<file path="config.mk">
export PLATFORM = sky130hd
export DESIGN_NAME = dff_write_arbiter
export DESIGN_NICKNAME = d
export VERILOG_FILES = /design/src/rtl/dff_arb_pkg.sv /design/src/rtl/dff_reg_en.sv /design/src/rtl/dff_write_arbiter.sv
export SDC_FILE = /design/constraint.sdc
export NUM_CORES = 1
export LEC_CHECK = 0
export ABC_AREA = 0
export CAP_MARGIN = 20
export CELL_PAD_IN_SITES_DETAIL_PLACEMENT = 1
export CELL_PAD_IN_SITES_GLOBAL_PLACEMENT = 1
export CORE_MARGIN = 3
export CORE_UTILIZATION = 32
export DETAILED_ROUTE_END_ITERATION = 12
export PLACE_DENSITY_LB_ADDON = 0.1
export REMOVE_ABC_BUFFERS = 1
export SETUP_SLACK_MARGIN = 0.4
export SYNTH_ARGS = -nofsm -noshare
export SYNTH_HDL_FRONTEND = slang
export SYNTH_SLANG_ARGS = --single-unit
</file>
<file path="constraint.sdc">
create_clock -name clk -period 3.9 [get_ports clk]
set_input_delay 0.39 -clock clk [delete_from_list [all_inputs] [get_ports clk]]
set_output_delay 0.39 -clock clk [all_outputs]
set_load 0.005 [all_outputs]
</file>
<file path="src/rtl/dff_arb_pkg.sv">
// Shared types and defaults for the falling-edge register write arbiter.
package dff_arb_pkg;

    typedef enum logic [1:0] {
        IDLE  = 2'd0,
        GRANT = 2'd1,
        DONE  = 2'd2
    } arb_state_t;

    localparam int DEF_NREQ  = 4;
    localparam int DEF_WIDTH = 8;

endpackage

</file>
<file path="src/rtl/dff_reg_en.sv">
// WIDTH-bit falling-edge register with asynchronous active-low clear and load enable.
module dff_reg_en #(
    parameter int WIDTH = 8
) (
    input  logic             i_clk,
    input  logic             i_rst_n,
    input  logic             i_en,
    input  logic [WIDTH-1:0] i_d,
    output logic [WIDTH-1:0] o_q
);

    logic [WIDTH-1:0] r_q;

    always_ff @(negedge i_clk or negedge i_rst_n) begin
        if (!i_rst_n) begin
            r_q <= '0;
        end else if (i_en) begin
            r_q <= i_d;
        end
    end

    assign o_q = r_q;

endmodule

</file>
<file path="src/rtl/dff_write_arbiter.sv">
// Round-robin write arbiter that owns a shared falling-edge register and loads it
// on behalf of one requester at a time, returning a one-cycle acknowledge.
module dff_write_arbiter
    import dff_arb_pkg::*;
#(
    parameter int NREQ  = DEF_NREQ,
    parameter int WIDTH = DEF_WIDTH
) (
    input  logic                      clk,
    input  logic                      rst_n,
    input  logic [NREQ-1:0]           req,
    input  logic [NREQ*WIDTH-1:0]     wdata,
    output logic [WIDTH-1:0]          q,
    output logic [NREQ-1:0]           ack,
    output logic [$clog2(NREQ)-1:0]   gnt_id,
    output logic                      busy,
    output arb_state_t                dbg_state
);

    localparam int           IDW    = $clog2(NREQ);
    localparam logic [IDW:0] NREQ_W = (IDW+1)'(NREQ);

    // Handshake: a requester holds req[i] high until it sees ack[i] for one
    // cycle, then drops req[i] in that same cycle; a req still high when the
    // FSM is next in IDLE is treated as a fresh request.

    arb_state_t       r_state;
    logic [IDW-1:0]   r_last;
    logic [IDW-1:0]   r_gnt_id;
    logic             r_busy;
    logic [NREQ-1:0]  r_ack;

    logic [IDW-1:0]     w_start;
    logic [2*NREQ-1:0]  w_dbl;
    logic [NREQ-1:0]    w_rot;
    logic [IDW-1:0]     w_off;
    logic [IDW:0]       w_sum;
    logic [IDW-1:0]     w_winner;
    logic [NREQ-1:0]    w_gnt_onehot;
    logic               w_req_gnt;
    logic               w_load;
    logic [WIDTH-1:0]   w_wdata_sel;

    // Rotate requests so the slot after the last winner sits at bit 0, then
    // take the lowest set bit and rotate the offset back into an index.
    always_comb begin
        w_start = (r_last == IDW'(NREQ-1)) ? '0 : r_last + IDW'(1);
        w_dbl   = {req, req} >> w_start;
        w_rot   = w_dbl[NREQ-1:0];
        w_off   = '0;
        for (int i = NREQ-1; i >= 0; i--) begin
            if (w_rot[i]) begin
                w_off = IDW'(i);
            end
        end
        w_sum = {1'b0, w_start} + {1'b0, w_off};
        if (w_sum >= NREQ_W) begin
            w_sum = w_sum - NREQ_W;
        end
        w_winner = w_sum[IDW-1:0];
    end

    always_comb begin
        w_gnt_onehot = NREQ'(1) << r_gnt_id;
        w_req_gnt    = |(req & w_gnt_onehot);
        w_load       = (r_state == GRANT) && w_req_gnt;
        w_wdata_sel  = '0;
        for (int i = 0; i < NREQ; i++) begin
            if (r_gnt_id == IDW'(i)) begin
                w_wdata_sel = wdata[i*WIDTH +: WIDTH];
            end
        end
    end

    always_ff @(negedge clk or negedge rst_n) begin
        if (!rst_n) begin
            r_state  <= IDLE;
            r_last   <= IDW'(NREQ-1);
            r_gnt_id <= '0;
            r_busy   <= 1'b0;
            r_ack    <= '0;
        end else begin
            case (r_state)
                IDLE: begin
                    if (|req) begin
                        r_gnt_id <= w_winner;
                        r_busy   <= 1'b1;
                        r_state  <= GRANT;
                    end
                end
                GRANT: begin
                    if (w_req_gnt) begin
                        r_ack   <= w_gnt_onehot;
                        r_last  <= r_gnt_id;
                        r_state <= DONE;
                    end else begin
                        // Withdrawn request: abort without advancing the pointer.
                        r_busy  <= 1'b0;
                        r_state <= IDLE;
                    end
                end
                DONE: begin
                    r_ack   <= '0;
                    r_busy  <= 1'b0;
                    r_state <= IDLE;
                end
                default: begin
                    r_ack   <= '0;
                    r_busy  <= 1'b0;
                    r_state <= IDLE;
                end
            endcase
        end
    end

    dff_reg_en #(
        .WIDTH (WIDTH)
    ) u_reg (
        .i_clk   (clk),
        .i_rst_n (rst_n),
        .i_en    (w_load),
        .i_d     (w_wdata_sel),
        .o_q     (q)
    );

    assign ack       = r_ack;
    assign gnt_id    = r_gnt_id;
    assign busy      = r_busy;
    assign dbg_state = r_state;

endmodule

</file>
# Word level (Yosys, flattened, before mapping)
# Cells that the tools add are included.
# totals
in_bits	38
reg_bits	19
out_inout_bits	17
wordCells	49
# classes
n_shift	2
bitwise_logic	2
muxes	18
order_cmp	1
n_addsub	3
eq_ne	8
reduce_logical	9
# ops
operator	count
8-bit two-way mux	4
2-bit two-way mux	8
4-bit one-hot mux with 2 select lines	1
2-bit AND reduction	4
4-bit OR reduction	2
8-bit by 2-bit >> shifter with 4-bit output	1
2-bit == test, second input constant	3
2-bit != test, second input constant	3
4-bit bitwise AND	1
2-bit by 1-bit == test with 1-bit output, second input constant	2
2-bit zero test	2
4-bit two-way mux	1
2-bit one-hot mux with 2 select lines	1
1-bit by 2-bit left shift with 4-bit output, first input constant	1
2-bit by 2-bit adder with 3-bit output	1
3-bit greater-or-equal comparator, second input constant	1
2-bit by 1-bit adder with 2-bit output, second input constant	1
1-bit two-way mux	2
1-bit one-hot mux with 2 select lines	1
2-bit by 1-bit subtractor with 2-bit output, second input constant	1
1-bit logical AND	1
1-bit NOT	1

# Logic depth before layout (Yosys ltp)
# Gate-level depths: netlist (run 1).
# logic_depth
word_depth	10
ltp_mapped	6
mapped_depth_nobuf	5

# Modules after synthesis
# From an unflattened synthesis (run 1), not the netlist that was laid out.
# hier_totals
hier_cells	84
hier_area_um2	1101.1
# modules_own_cells
mod	seq_area_each_um2	area_each_um2	cells_each	n_inst
dff_write_arbiter	277.8	769.5	67	1
dff_reg_en	200.2	331.6	17	1

==> impl_metrics.toml, run 1 <==
[drt]
dr.pass1.iters = 4
drt_first_iter_violations = 25
wirelength_mm = 3.61
route.detailed.drc = 0
wl_per_cell_um = 17.6
ant_nets = 0
vias = 1042
vias_per_cell = 5.08

[power]
seq_power_share_pct = 28.4
combinationalPowerShare_pct = 63.3
finalPower_mw = 1.29
power.leakage_nw = 0.845
internal_power_mw = 0.828
power_density_nw_per_um2 = 699
p_clk_share_pct = 8.3
switching_share_pct = 36.0
peakVddDrop_uv = 358
p_sw_mw = 0.465

[global_routing]
grtUsageTotal_pct = 18.5
grt_pass1_wl_mm = 5.86
antenna_found_initial = 0
overflow = 0
grt_max_degree = 16
grt_pass1_vias = 1132

[synthesis]
async_flop_share_pct = 100
synth_edf_count = 0
synth.area.top_cells = "dfrtn_1 38%, mux4_2 10%, mux2_4 9.5%"
synth-main-ff-cell = "dfrtn_1"
synth.top_cell.area_share_pct = 38.3
synth.distinct_cells = 30
synth-seq-area-share_pct = 43.1
avgSynthCellArea_um2 = 12.9
post-synth-top-area-cell = "dfrtn_1"
synth_cells = 86
synth_warnings = 0
syn_area_um2 = 1110
synth-seq-cells = 19

[cts]
clk_root_buffer_cell = "clkbuf_4"
cts_buffers = 3
cts_sinks = 19
clock_path_buffers = 2
htree_levels = 1
cts_hold_buf = 0
clkLatencyLatePin_ns = 0.37
cts_tree = "yes"
clkSlewWorstSetupHoldPaths_ns = 0.07

[die]
coreArea_um2 = 3180
fp-row-count = 20
pin_count = 55
initial_core_util_pct = 34.9
fp.dieH_um = 64.9
die-area_um2 = 4210
die_w_um = 64.9

[cells_and_area]
regArea_um2 = 478
mostFrequentLayoutCells = "33 x clkdlybuf4s50_1, 19 x buf_4, 17 x dfrtn_1, 17 x dlygate4sd2_1"
final_nets = 201
n_antenna_cell = 0
drive_gt1_share_pct = 26.1
syn2layout_area_growth_pct = 66.6
fill_cells = 359
final_common_cell = "clkdlybuf4s50_1"
multi_input_area_um2 = 582

[sta]
whs_ns = 0.455
drv_slew = 0
worst_slew_pin_slew_ns = 0.292
finClkSkew_ns = 0.0770
hold_violations = 0
grt_setup_unrepaired = "false"
finalSetupViolCount = 0
max_slew_margin_pct = 80.4

[setup_path]
cp-startpoint = "req[3]"
r2r-start = "gnt_id[0]$_DFFE_NN0P_"
criticalPathCategory = "input port to flop"
crit_path_max_fanout = 7
start_kind = "input port"
crit_arrival_ns = 1.67
endpoint_kind = "flop"
cp.required_ns = 2.10

[place]
place_congestion = 0.788
hpwlAfterDp_mm = 2.84
port_buffers = 54

[job]
cap_viol_max_count = 0

[min_path]
min_from = "u_reg.o_q[0]$_DFFE_NN0P_"
hp-class = "flop to flop"

[run_status]
status = "completed"
[per-stage QoR]
step / TNS (ns) / util, % / setup slack, ns / instances / cell area (um^2)
finish: 0 / 58.2 / 0.427 / 205 / 1850
detailed placement: -1.34 / 56.0 / -0.177 / 193 / 1780
global placement: -0.763 / 56.0 / -0.111 / 193 / 1780
CTS: 0 / 58.2 / 0.421 / 205 / 1850
global route: 0 / 58.2 / 0.418 / 205 / 1850
floorplan: 0 / - / 0.317 / 82 / 1070
[power by group through the flow]
stage / Clock, mW / Sequential [mW] / Combinational, mW
floorplan: 0.00482 / 0.418 / 0.360
global placement: 0.00482 / 0.385 / 0.774
detailed placement: 0.00482 / 0.389 / 0.801
CTS: 0.112 / 0.367 / 0.826
global route: 0.127 / 0.383 / 0.885
finish: 0.107 / 0.368 / 0.819
[logic make-up after synthesis]
group,after synthesis,synth area share [%]
multiplexers,18,31.1
adder cells (fa/ha/maj),1,1.13
AO/OA/AOI/OAI,18,9.92
flip-flops,19,43.1
buffers and inverters,10,5.18
AND/OR/NAND/NOR,20,9.58
[path summary, 6_finish.rpt]
check / end / slack, ns / cells past startpoint
min in group asynchronous: gnt_id[1]$_DFFE_NN0P_ / 2.17 / 1
min reg2reg: u_reg.o_q[0]$_DFFE_NN0P_ / 0.45 / 1
max reg2reg: u_reg.o_q[6]$_DFFE_NN0P_ / 1.92 / 5
max in group asynchronous: u_reg.o_q[1]$_DFFE_NN0P_ / 1.29 / 2
min: u_reg.o_q[0]$_DFFE_NN0P_ / 0.45 / 1
max: u_reg.o_q[6]$_DFFE_NN0P_ / 0.43 / 5
[final cells by class]
type / instances / area share, %
clock inverter: 3 / 0.609
timing repair buffer: 74 / 36.9
sequential: 19 / 25.8
multi-input combinational: 57 / 31.5
inverter: 5 / 1.01
clock buffer: 3 / 1.22
tap: 44 / 2.98
[state kept, by name, summed over array words and instances, names as in the netlist]
signal / count
ack: 4
gnt_id: 2
r_last: 2
dbg_state: 2
u_reg.o_q: 8
busy: 1
[worst max-delay path: stages]
cell             delay (ns)
clkdlybuf4s15_1        0.18
mux4_2                 0.53
nand3_4                0.14
buf_12                 0.14
mux2_4                 0.29
[cell usage after synthesis, types with 2 or more instances]
| cell type | instances |
|---|---|
| nand4_1 | 2 |
| nand2_1 | 6 |
| inv_1 | 6 |
| mux2_4 | 7 |
| nor2_1 | 2 |
| a31o_2 | 2 |
| nand2b_1 | 3 |
| dfrtn_1 | 17 |
| a21oi_1 | 7 |
| mux4_2 | 5 |
| mux2_2 | 2 |
| o21ai_0 | 4 |
| dfstp_2 | 2 |
| nor2b_1 | 2 |
| mux4_1 | 4 |
[what timing repair did]
item / in CTS / in global routing
endpoints found under the setup margin: 31 / 0
gates resized for setup: 26 / 0
setup buffers: 7 / 0
[per-layer routing]
metal  share of wire [%]  up-vias  GRT usage [%]  wire [um]
met3                 5.9        2           4.16        211
met2                  56       33           35.8       2030
met4                0.33        0           3.17         12
li1                    -      477              -          -
met1                  37      530           20.5       1350
met5                   0        -              0          0
Power figures use the tool's default switching activity.
==> run 2, diff against run 1 <==
- CORE_MARGIN: 3 -> 4
==> run 2 against run 1 <==
Net effect:
- hold slack gained 0.00072 ns
- count of clock-buffer cells in the layout up 1
- setup slack improved by 0.023 ns
- cell count is 1.5% higher
- largest power group unchanged
- flip-flop and latch count unchanged
- critical path depth unchanged
- total power hardly changed
- highest routed layer unchanged
- clock power about the same
==> impl_metrics.toml, run 2 (synthesized netlist as in run 1, its figures left out) <==
[run_status]
status = "completed"

[sta]
setup_slack_ns = 0.450
finClkSkew_ns = 0.0677
finalSetupViolCount = 0
fin_tns_setup_ns = 0
hold_violations = 0
drv_slew = 0
grt_setup_unrepaired = "false"
max_slew_margin_pct = 79.5
worst_slew_pin_slew_ns = 0.304
whs_ns = 0.455

[die]
fp.dieH_um = 66.9
die_w_um = 66.9
pin_count = 55
coreArea_um2 = 3340
initial_core_util_pct = 33.3
fp-row-count = 21
die-area_um2 = 4470

[cells_and_area]
final_nets = 202
final_common_cell = "clkdlybuf4s50_1"
largest_register_ffs = 8
n_antenna_cell = 0
mostFrequentLayoutCells = "33 x clkdlybuf4s50_1, 20 x buf_4, 17 x dfrtn_1"
syn2layout_area_growth_pct = 67.0
fin_util_pct = 55.5
drive_gt1_share_pct = 27.8

[place]
hpwlAfterDp_mm = 2.75
dp_slack_ns = -0.139
place_congestion = 0.807
port_buffers = 54

[cts]
htree_levels = 1
clock_path_buffers = 2
clkSlewWorstSetupHoldPaths_ns = 0.07
cts_buffers = 3
cts_sinks = 19
clk_root_buffer_cell = "clkbuf_4"
cts_tree = "yes"
clkLatencyLatePin_ns = 0.35

[global_routing]
grt_pass1_wl_mm = 5.35
antenna_found_initial = 0
grt_pass1_vias = 1061
overflow = 0
grt_max_degree = 20
grtUsageTotal_pct = 16.0

[drt]
wl_per_cell_um = 16.6
route.detailed.drc = 0
drt_first_iter_violations = 18
vias = 1015
ant_nets = 0
vias_per_cell = 4.88
dr.pass1.iters = 2
wirelength_mm = 3.45

[setup_path]
crit_arrival_ns = 1.64
crit_path_max_fanout = 7
criticalPathCategory = "input port to flop"
endpoint_kind = "flop"
cp.required_ns = 2.09
start_kind = "input port"

[job]
cap_viol_max_count = 0

[power]
peakVddDrop_uv = 328
power.leakage_nw = 0.862
power_density_nw_per_um2 = 698

[min_path]
hp-class = "flop to flop"
run 2: cell type report:
cell class | instances | area (um^2)
Clock inverter | 2 | 7.51
Timing Repair Buffer | 75 | 683
Tap cell | 46 | 57.6
Clock buffer | 4 | 26.3
Fill cell | 376 | 1480
Inverter | 5 | 18.8
Multi-Input combinational cell | 57 | 582
Sequential cell | 19 | 478
run 2: repair_timing:
item / 4_1_cts / 5_1_grt
hold buffers: 0 / 0
setup endpoints to repair: 31 / 7
buffers inserted: 7 / 1
resized for setup: 24 / 4
pin swaps: 1 / 1
run 2: power by group:
group | internal, mW | total [mW] | switching (mW)
Combinational | 0.488 | 0.825 | 0.337
Clock | 0.0424 | 0.108 | 0.0658
Sequential | 0.311 | 0.360 | 0.0493
run 2: stage by stage:
stage | cells | power, mW | cell area (um^2)
after floorplan | 82 | 0.783 | 1070
after global placement | 195 | 1.17 | 1780
after detailed placement | 195 | 1.19 | 1780
after CTS | 207 | 1.30 | 1850
after global routing | 208 | 1.38 | 1850
final | 208 | 1.29 | 1850
run 2: per-layer routing:
metal	GRT usage, %	wire, um	up-vias
li1	-	-	478
met4	4.56	21	0
met2	27.4	1770	28
met1	20.0	1420	507
met5	0	0	-
met3	3.54	236	2
run 2: worst paths after layout:
check	start	to	slack, ns	cells after the start
min	u_reg.o_q[0]$_DFFE_NN0P_	u_reg.o_q[0]$_DFFE_NN0P_	0.46	1
max reg2reg	gnt_id[0]$_DFFE_NN0P_	u_reg.o_q[3]$_DFFE_NN0P_	1.91	5
min reg2reg	u_reg.o_q[0]$_DFFE_NN0P_	u_reg.o_q[0]$_DFFE_NN0P_	0.46	1
max	req[0]	u_reg.o_q[3]$_DFFE_NN0P_	0.45	5
max in group asynchronous	rst_n	r_last[0]$_DFFE_NN1P_	1.30	2
min in group asynchronous	rst_n	u_reg.o_q[2]$_DFFE_NN0P_	2.27	2
run 2: critical path: stages:
cell and delay (ns):
clkdlybuf4s15_1 0.18, mux4_2 0.50, nand3_4 0.14, buf_12 0.14
mux2_4 0.29
